--- src/rtl/mem_access_seq.sv ---
`default_nettype none
// ============================================================================
// Module   : mem_access_seq
// Purpose  : Memory access sequencer for a multicycle datapath. Arbitrates
//            instruction-fetch and data (load/store) requests, drives the
//            IorD address mux select, and produces the memory write strobe
//            and IR/MDR capture strobes timed to the memory latency.
// Revision : 1.0 - initial release
// ============================================================================
module mem_access_seq #(
    parameter int MEM_LAT = 1,   // memory wait cycles between address phase and capture (0..15)
    parameter int CNT_W   = 4    // width of the wait counter; must hold MEM_LAT
) (
    input  logic       clk,
    input  logic       reset_n,
    input  logic       fetch_req,
    input  logic       data_req,
    input  logic       data_we,
    input  logic [1:0] alu_lo,
    output logic       iord_sel,
    output logic       mem_wr,
    output logic       ir_wr,
    output logic       mdr_wr,
    output logic       busy,
    output logic       fetch_done,
    output logic       data_done,
    output logic       data_err
);

    typedef enum logic [1:0] {
        ST_IDLE    = 2'd0,
        ST_ACCESS  = 2'd1,
        ST_WAIT    = 2'd2,
        ST_CAPTURE = 2'd3
    } state_t;

    // Grant encoding used for the round-robin history bit.
    localparam logic c_grant_fetch = 1'b0;

    // Counter preload; clamped so a zero-latency build still gets a legal value.
    localparam logic [CNT_W-1:0] c_cnt_load = CNT_W'((MEM_LAT == 0) ? 0 : MEM_LAT - 1);

    // A zero-latency memory goes straight from the address phase to capture.
    localparam logic c_skip_wait = (MEM_LAT == 0);

    state_t           r_state;
    logic [CNT_W-1:0] r_cnt;
    logic             r_last_grant;   // 0 = fetch served last, 1 = data served last
    logic             r_gnt_data;     // current access is a data access
    logic             r_gnt_store;    // current data access is a store

    logic             r_iord_sel;
    logic             r_mem_wr;
    logic             r_ir_wr;
    logic             r_mdr_wr;
    logic             r_busy;
    logic             r_fetch_done;
    logic             r_data_done;
    logic             r_data_err;

    logic             w_grant_valid;
    logic             w_grant_data;
    logic             w_misaligned;
    logic             w_cap_ir;
    logic             w_cap_mdr;
    logic             w_cap_fetch_done;
    logic             w_cap_data_done;

    // Arbitration: a lone request wins; when both are pending the side not served last wins.
    always_comb begin
        w_grant_valid = fetch_req | data_req;
        if (fetch_req && data_req) begin
            w_grant_data = (r_last_grant == c_grant_fetch);
        end else begin
            w_grant_data = data_req;
        end
        w_misaligned = w_grant_data && (alu_lo != 2'b00);
    end

    // Strobes presented during CAPTURE, derived from the latched grant type.
    always_comb begin
        w_cap_ir         = ~r_gnt_data;
        w_cap_mdr        = r_gnt_data & ~r_gnt_store;
        w_cap_fetch_done = ~r_gnt_data;
        w_cap_data_done  = r_gnt_data;
    end

    // Sequencer FSM; every output is registered so none depends combinationally on inputs.
    always_ff @(posedge clk or negedge reset_n) begin
        if (!reset_n) begin
            r_state      <= ST_IDLE;
            r_cnt        <= '0;
            r_last_grant <= c_grant_fetch;
            r_gnt_data   <= 1'b0;
            r_gnt_store  <= 1'b0;
            r_iord_sel   <= 1'b0;
            r_mem_wr     <= 1'b0;
            r_ir_wr      <= 1'b0;
            r_mdr_wr     <= 1'b0;
            r_busy       <= 1'b0;
            r_fetch_done <= 1'b0;
            r_data_done  <= 1'b0;
            r_data_err   <= 1'b0;
        end else begin
            // Single-cycle strobes default low and are raised only on the relevant transition.
            r_mem_wr     <= 1'b0;
            r_ir_wr      <= 1'b0;
            r_mdr_wr     <= 1'b0;
            r_fetch_done <= 1'b0;
            r_data_done  <= 1'b0;
            r_data_err   <= 1'b0;

            case (r_state)
                ST_IDLE: begin
                    if (w_grant_valid) begin
                        if (w_misaligned) begin
                            // Reject without touching memory; history is left as-is.
                            r_data_err <= 1'b1;
                        end else begin
                            r_state     <= ST_ACCESS;
                            r_gnt_data  <= w_grant_data;
                            r_gnt_store <= w_grant_data & data_we;
                            r_iord_sel  <= w_grant_data;
                            r_mem_wr    <= w_grant_data & data_we;
                            r_busy      <= 1'b1;
                            r_cnt       <= c_cnt_load;
                        end
                    end
                end

                ST_ACCESS: begin
                    if (c_skip_wait) begin
                        r_state      <= ST_CAPTURE;
                        r_ir_wr      <= w_cap_ir;
                        r_mdr_wr     <= w_cap_mdr;
                        r_fetch_done <= w_cap_fetch_done;
                        r_data_done  <= w_cap_data_done;
                    end else begin
                        r_state <= ST_WAIT;
                    end
                end

                ST_WAIT: begin
                    if (r_cnt == '0) begin
                        r_state      <= ST_CAPTURE;
                        r_ir_wr      <= w_cap_ir;
                        r_mdr_wr     <= w_cap_mdr;
                        r_fetch_done <= w_cap_fetch_done;
                        r_data_done  <= w_cap_data_done;
                    end else begin
                        r_cnt <= r_cnt - 1'b1;
                    end
                end

                ST_CAPTURE: begin
                    // Always pass through IDLE so a held request is re-sampled one cycle later.
                    r_state      <= ST_IDLE;
                    r_iord_sel   <= 1'b0;
                    r_busy       <= 1'b0;
                    r_last_grant <= r_gnt_data;
                end

                default: begin
                    r_state    <= ST_IDLE;
                    r_iord_sel <= 1'b0;
                    r_busy     <= 1'b0;
                end
            endcase
        end
    end

    assign iord_sel   = r_iord_sel;
    assign mem_wr     = r_mem_wr;
    assign ir_wr      = r_ir_wr;
    assign mdr_wr     = r_mdr_wr;
    assign busy       = r_busy;
    assign fetch_done = r_fetch_done;
    assign data_done  = r_data_done;
    assign data_err   = r_data_err;

endmodule
`default_nettype wire

--- config.mk ---
export PLATFORM = sky130hd
export DESIGN_NAME = mem_access_seq
export DESIGN_NICKNAME = d
export VERILOG_FILES = /design/src/rtl/mem_access_seq.sv
export SDC_FILE = /design/constraint.sdc
export NUM_CORES = 1
export LEC_CHECK = 0
export CORE_MARGIN = 2
export CORE_UTILIZATION = 45
export DETAILED_ROUTE_END_ITERATION = 16
export GPL_TIMING_DRIVEN = 0
export PLACE_DENSITY_LB_ADDON = 0.2
export SLEW_MARGIN = 20
export SYNTH_ARGS = -nofsm -noshare
export SYNTH_HDL_FRONTEND = slang
export SYNTH_SLANG_ARGS = --single-unit
--- constraint.sdc ---
create_clock -name clk -period 2.36 [get_ports clk]
set_input_delay 0.236 -clock clk [delete_from_list [all_inputs] [get_ports clk]]
set_output_delay 0.236 -clock clk [all_outputs]
set_load 0.01 [all_outputs]
# Word-level counts from Yosys, hierarchy flattened

Index checks and enable logic that the tools add are counted.

$add $sub $neg: 1
Multiply operators: 0
Div/mod/pow operators: 0
$lt $le $gt $ge: 0
Equal/unequal tests: 7
Shift operators: 0
Mux-type cells: 27
Bitwise operators: 7
Reductions and logical operators: 11

Operator list:

| operator                                                           | count |
|---|---|
| 1-bit two-way mux                                                  | 17 |
| 4-bit two-way mux                                                  | 3 |
| 3-bit AND reduction                                                | 3 |
| 2-bit inequality test, second input constant                       | 4 |
| 2-bit one-hot mux with 4 select lines                              | 1 |
| 4-bit one-hot mux with 2 select lines                              | 1 |
| 2-bit two-way mux                                                  | 3 |
| 2-bit nonzero test                                                 | 3 |
| 2-bit == test, second input constant                               | 2 |
| 4-bit logical NOT                                                  | 1 |
| 1-bit inverter                                                     | 4 |
| 1-bit one-hot mux with 2 select lines                              | 2 |
| 4-bit AND reduction                                                | 1 |
| 4-bit by 1-bit subtractor with 4-bit output, second input constant | 1 |
| 1-bit AND                                                          | 2 |
| 2-bit by 1-bit == test with 1-bit output, second input constant    | 1 |
| 1-bit logical AND                                                  | 2 |
| 2-bit logical NOT                                                  | 1 |
| 1-bit bitwise OR                                                   | 1 |

Bits in registers: 16
Bits in latches: 0
Bits in writable memories: 0
ROM bits: 0
Input bits: 7
Output and inout port bits: 8
Logic and storage cells: 65
Memories kept: 0

# Logic depth before layout (Yosys ltp)

Word-level depth: 6
Gate-level depth with buffers: 7
Depth with buffers taken out: 6

# Worst setup path before layout

Ideal clock, no wire load.

Path type: register to register
Start: reg r_state[0]
End: reg r_state[1]
Setup time: 125 ps
Arrival time: 1467 ps
Required time: 2235 ps
Slack: 768 ps
Stages on the path, launching flop included: 8
Path buffers: 1
Period minus slack after synthesis: 1592 ps
Cells stage by stage: dfrtp_1 inv_1 ha_1 buf_2 inv_1 a221oi_4 nor2_2 mux2_4

Longest elaborated chain between the ends: 3
Elaborated cells between the ends (all ways): 9
Classes of those cells: 6 x eq/ne; 1 x mux; 2 x reduce/logical

RTL lines:

| what                                                      | RTL line | text |
|---|---|---|
| start, declared                                           | 46       | `state_t r_state;` |
| start signal, assigned                                    | 91       | `r_state <= ST_IDLE;` |
| start signal, assigned                                    | 120      | `r_state <= ST_ACCESS;` |
| start signal, assigned                                    | 133      | `r_state <= ST_CAPTURE;` |
| 2-bit == test / 2-bit logical NOT (equally long branches) | 113      | `case (r_state)` |
| 2-bit inequality test (no line)                           | -        |  |
| 3-bit AND reduction (no line)                             | -        |  |

Several ways; a longest one is shown, not always the timed one.
A chain may end at the register's enable or synchronous reset.

# Worst setup path in the final report

Same ends and word-level chain as after synthesis.

==> impl.org <==
** Clock network
- The clock passes through at most 2 buffers.
- Post-CTS resize count :: 0
- Buffers added to address setup during post-CTS repair amount to 0.
- TritonCTS built the clock tree.
- For this design, the sink count on the clock tree is 16.
- Root buf cell :: sky130_fd_sc_hd__clkbuf_4
- Clk slew on worst S/H paths :: 90 ps
- CTS built an H-tree with a depth of 1.
- The number of clock buffers added by TritonCTS is 3.
- Buffers inserted to repair hold after CTS numbered 0.
- Clock latency on the worst-skew pair :: 290 ps

** Pwr
- Of the total power, the share spent switching nets is 36.6%.
- Internal power comes to 774 uW.
- Leakage dissipation :: 0.000476 uW
- Share of total power in the clock network :: 14.6%
- Registers are responsible for 37.6% of the overall power.
- Worst supply voltage drop on vdd :: 697 uV
- After layout, the design draws a total of 1220 uW.
- Power spread over the standard cell area amounts to 1180 mW/mm2.
- Reported net switching power :: 447 uW
- Per report_power, the combinational group accounts for 47.9% of the total.

** Layout
- Registers with the most flip-flops :: r_cnt x4, r_state x2
- Cells with a size suffix above 1 make up 16.0% of the layout.
- Once layout is complete, the cells apart from fillers number 119.
- In the final design database the tool counted 106 nets.
- Count of inserted antenna diode cells :: 0
- Area growth, synth to finish :: 25.2%
- The register with the most flip-flops in the layout has 4 of them.
- Register with the most flip-flops :: r_cnt

** Floorplanning
- Once the floorplan was initialized, standard cells occupied 47.8% of the core.
- Height of the chip :: 46.8 um
- Standard cell core area :: 0.00173 mm2
- For this design the top-level I/O count stands at 15.
- Total die area :: 0.00219 mm2
- Num rows :: 15
- The die is 46.8 um wide.

** STA
- Derived from the worst setup path, the maximum achievable clock frequency is 0.570 GHz.
- Setup repair after global routing left no endpoint under its margin.
- Number of setup violations in the final report :: 0
- Final period utilization :: 74.4%
- Rel. slew slack :: 54.8%
- For the pin with the worst max-slew slack, the measured transition is 675 ps.
- The number of pins with negative max-slew slack in the final report came to 0.
- Post-layout worst setup margin :: 605 ps
- Hold Worst Slack :: 352 ps
- Total negative setup slack :: 0 ps
- Tmin final :: 1750 ps
- Final hold violations :: 0
- Post-route clock skew :: 3.86 ps

** Synth
- Synthesized area :: 826 um2
- Each instance of the synthesized netlist takes up on average 10.9 um2.
- Area share of the largest cell type after synthesis :: 48.5%
- Sequential cell area fraction in the yosys report :: 48.5%
- Synthesis produced a netlist with a net count of 87.
- The synthesized design spends more area on one cell type than any other, namely sky130_fd_sc_hd__dfrtp_1.
- Share of synthesized registers carrying an async set or reset :: 100%
- Sorting the synthesized cells by how often they occur yields 16 x sky130_fd_sc_hd__dfrtp_1, 6 x sky130_fd_sc_hd__inv_1, 6 x sky130_fd_sc_hd__nand2_1.
- Top area cells in the synthesized netlist :: sky130_fd_sc_hd__dfrtp_1 48%, sky130_fd_sc_hd__ha_1 6.1%, sky130_fd_sc_hd__a221oi_4 3.2%
- Distinct cells, synth :: 33
- In the synthesized netlist the dominant register cell turns out to be sky130_fd_sc_hd__dfrtp_1.
- Yosys instantiated no cell more often than sky130_fd_sc_hd__dfrtp_1.
- Count of warnings emitted by yosys :: 0
- The synthesized design contains 0 enable-type register cells.
- Count of state elements after synthesis :: 16
- Synthesis produced 76 cells.

** Worst setup path
- The critical path contains buffers and inverters numbering 3 combined.
- STA puts the critical path data required time at 2540 ps.
- Critical path arrival :: 1930 ps
- Crit path cell chain :: inv_1, ha_1, buf_2, inv_1, a221oi_4, nor2_2, mux2_4
- Cell repeated most along the worst path :: sky130_fd_sc_hd__inv_1
- Slowest cell on crit path :: sky130_fd_sc_hd__dfrtp_1
- STA classifies the critical path endpoint as a flip-flop.
- Crit Path Class :: reg -> reg
- Top Family by Delay on Critical Path :: flip-flops
- Of all nets on the critical path, the largest fanout is 8.
- Startpoint type of the worst setup path :: flip-flop
- Highest cell delay on the worst timing path :: 400 ps

** Drt
- After detailed routing, the met2 layer carries 690 um of wire.
- The highest layer touched by signal routing is met4.
- Routed length per placed instance :: 11.9 um
- Detailed-route via count :: 607
- Using the TritonRoute via totals, the vias-per-cell ratio works out to 5.10.
- Met1 WL :: 654 um
- For this run, the detailed router's first-pass iteration total came to 4.
- Met3 Routed Length :: 44 um
- Post-DRT Antenna Nets :: 0
- Post-detailed-route DRC marker count :: 0
- In this run, the number of DRC markers left after iteration 0 of detailed routing was 6.
- Final wirelength :: 1.41 mm

** Flow run
- Count of maximum capacitance violations :: 0

** Placed design
- Detailed placement ended at an HPWL of 1.08 mm.
- The count of buffers added on input and output ports is 14.
- Final RePlAce weighted congestion :: 0.692
- Number of instances in the placed design :: 115
- Prior to clock tree synthesis, the placed netlist has a worst setup slack of 517 ps.

** Global route
- Total GRT Usage :: 16.7%
- Number of global-route vias before repair :: 578
- After global routing the overflow that remains totals 0.
- Wire length of the first global-routing pass :: 2.53 mm
- Number of antenna violations at the first check in global routing :: 0
- Pin count of the biggest net entering global routing :: 17

** Min path
- The tightest min-delay check is of the in -> async type.

** Run status
- Result of the run :: finished clean
cell families after synthesis:
kind of cell	count (synthesis)	synth area share (%)
compound gates	20	18.9
flops	16	48.5
buf+inv	9	4.85
fa+ha+maj	4	6.06
mux	3	4.39
simple gates	24	17.3
final timing paths:
kind | startpoint | to | slack [ps] | cells after the start
worst min-delay path | reset_n | iord_sel$_DFFE_PN0P_ | 350 | 1
max in group asynchronous | reset_n | r_cnt[0]$_DFFE_PN0P_ | 1580 | 1
worst max-delay path | r_state[0]$_DFFE_PN0P_ | r_state[1]$_DFFE_PN0P_ | 610 | 7
worst max register to register | r_state[0]$_DFFE_PN0P_ | r_state[1]$_DFFE_PN0P_ | 610 | 7
min in group clk | r_gnt_store$_DFFE_PN0P_ | mdr_wr$_DFF_PN0_ | 450 | 1
worst min register to register | r_gnt_store$_DFFE_PN0P_ | mdr_wr$_DFF_PN0_ | 450 | 1
power by group through the flow:
stage	clock, uW	combinational, uW	sequential, uW
after floorplan	0	405	463
after global placement	0	579	461
after detailed placement	0	588	465
after CTS	188	593	460
after global routing	196	667	478
final	178	584	459
metal layers:
metal	track usage, %	vias up
met3	5.00	4
met5	0	-
met1	22.0	286
met4	8.33	0
met2	25.2	8
li1	-	309
cell type report:
type | count | area (um2)
Multi-Input combinational cell | 51 | 385
Inverter | 6 | 22.5
Clock buffer | 4 | 36.3
Sequential cell | 16 | 400
Buffer | 3 | 17.5
Tap cell | 25 | 31.3
Fill cell | 154 | 693
Timing Repair Buffer | 14 | 140
cells in the final DEF, fill, tap and decap left out, drive strengths merged, types with 2 or more instances in the layout:
cell type       n
clkbuf          4
nand3           2
nand2           6
nor2            3
and2            2
a21oi           4
buf             3
nor3            2
dfrtp          16
a21o            2
nand2b          3
mux2            2
nor2b           2
inv             6
clkdlybuf4s50  14
ha              4
o21ai           5
through the flow:
stage	instance area (um2)	utilization, %
5_1_grt	1030	59.9
4_1_cts	1030	59.9
3_3_place_gp	997	57.8
3_5_place_dp	997	57.8
2_1_floorplan	826	-
6_report	1030	59.9
(Power assumes the default switching activity.)
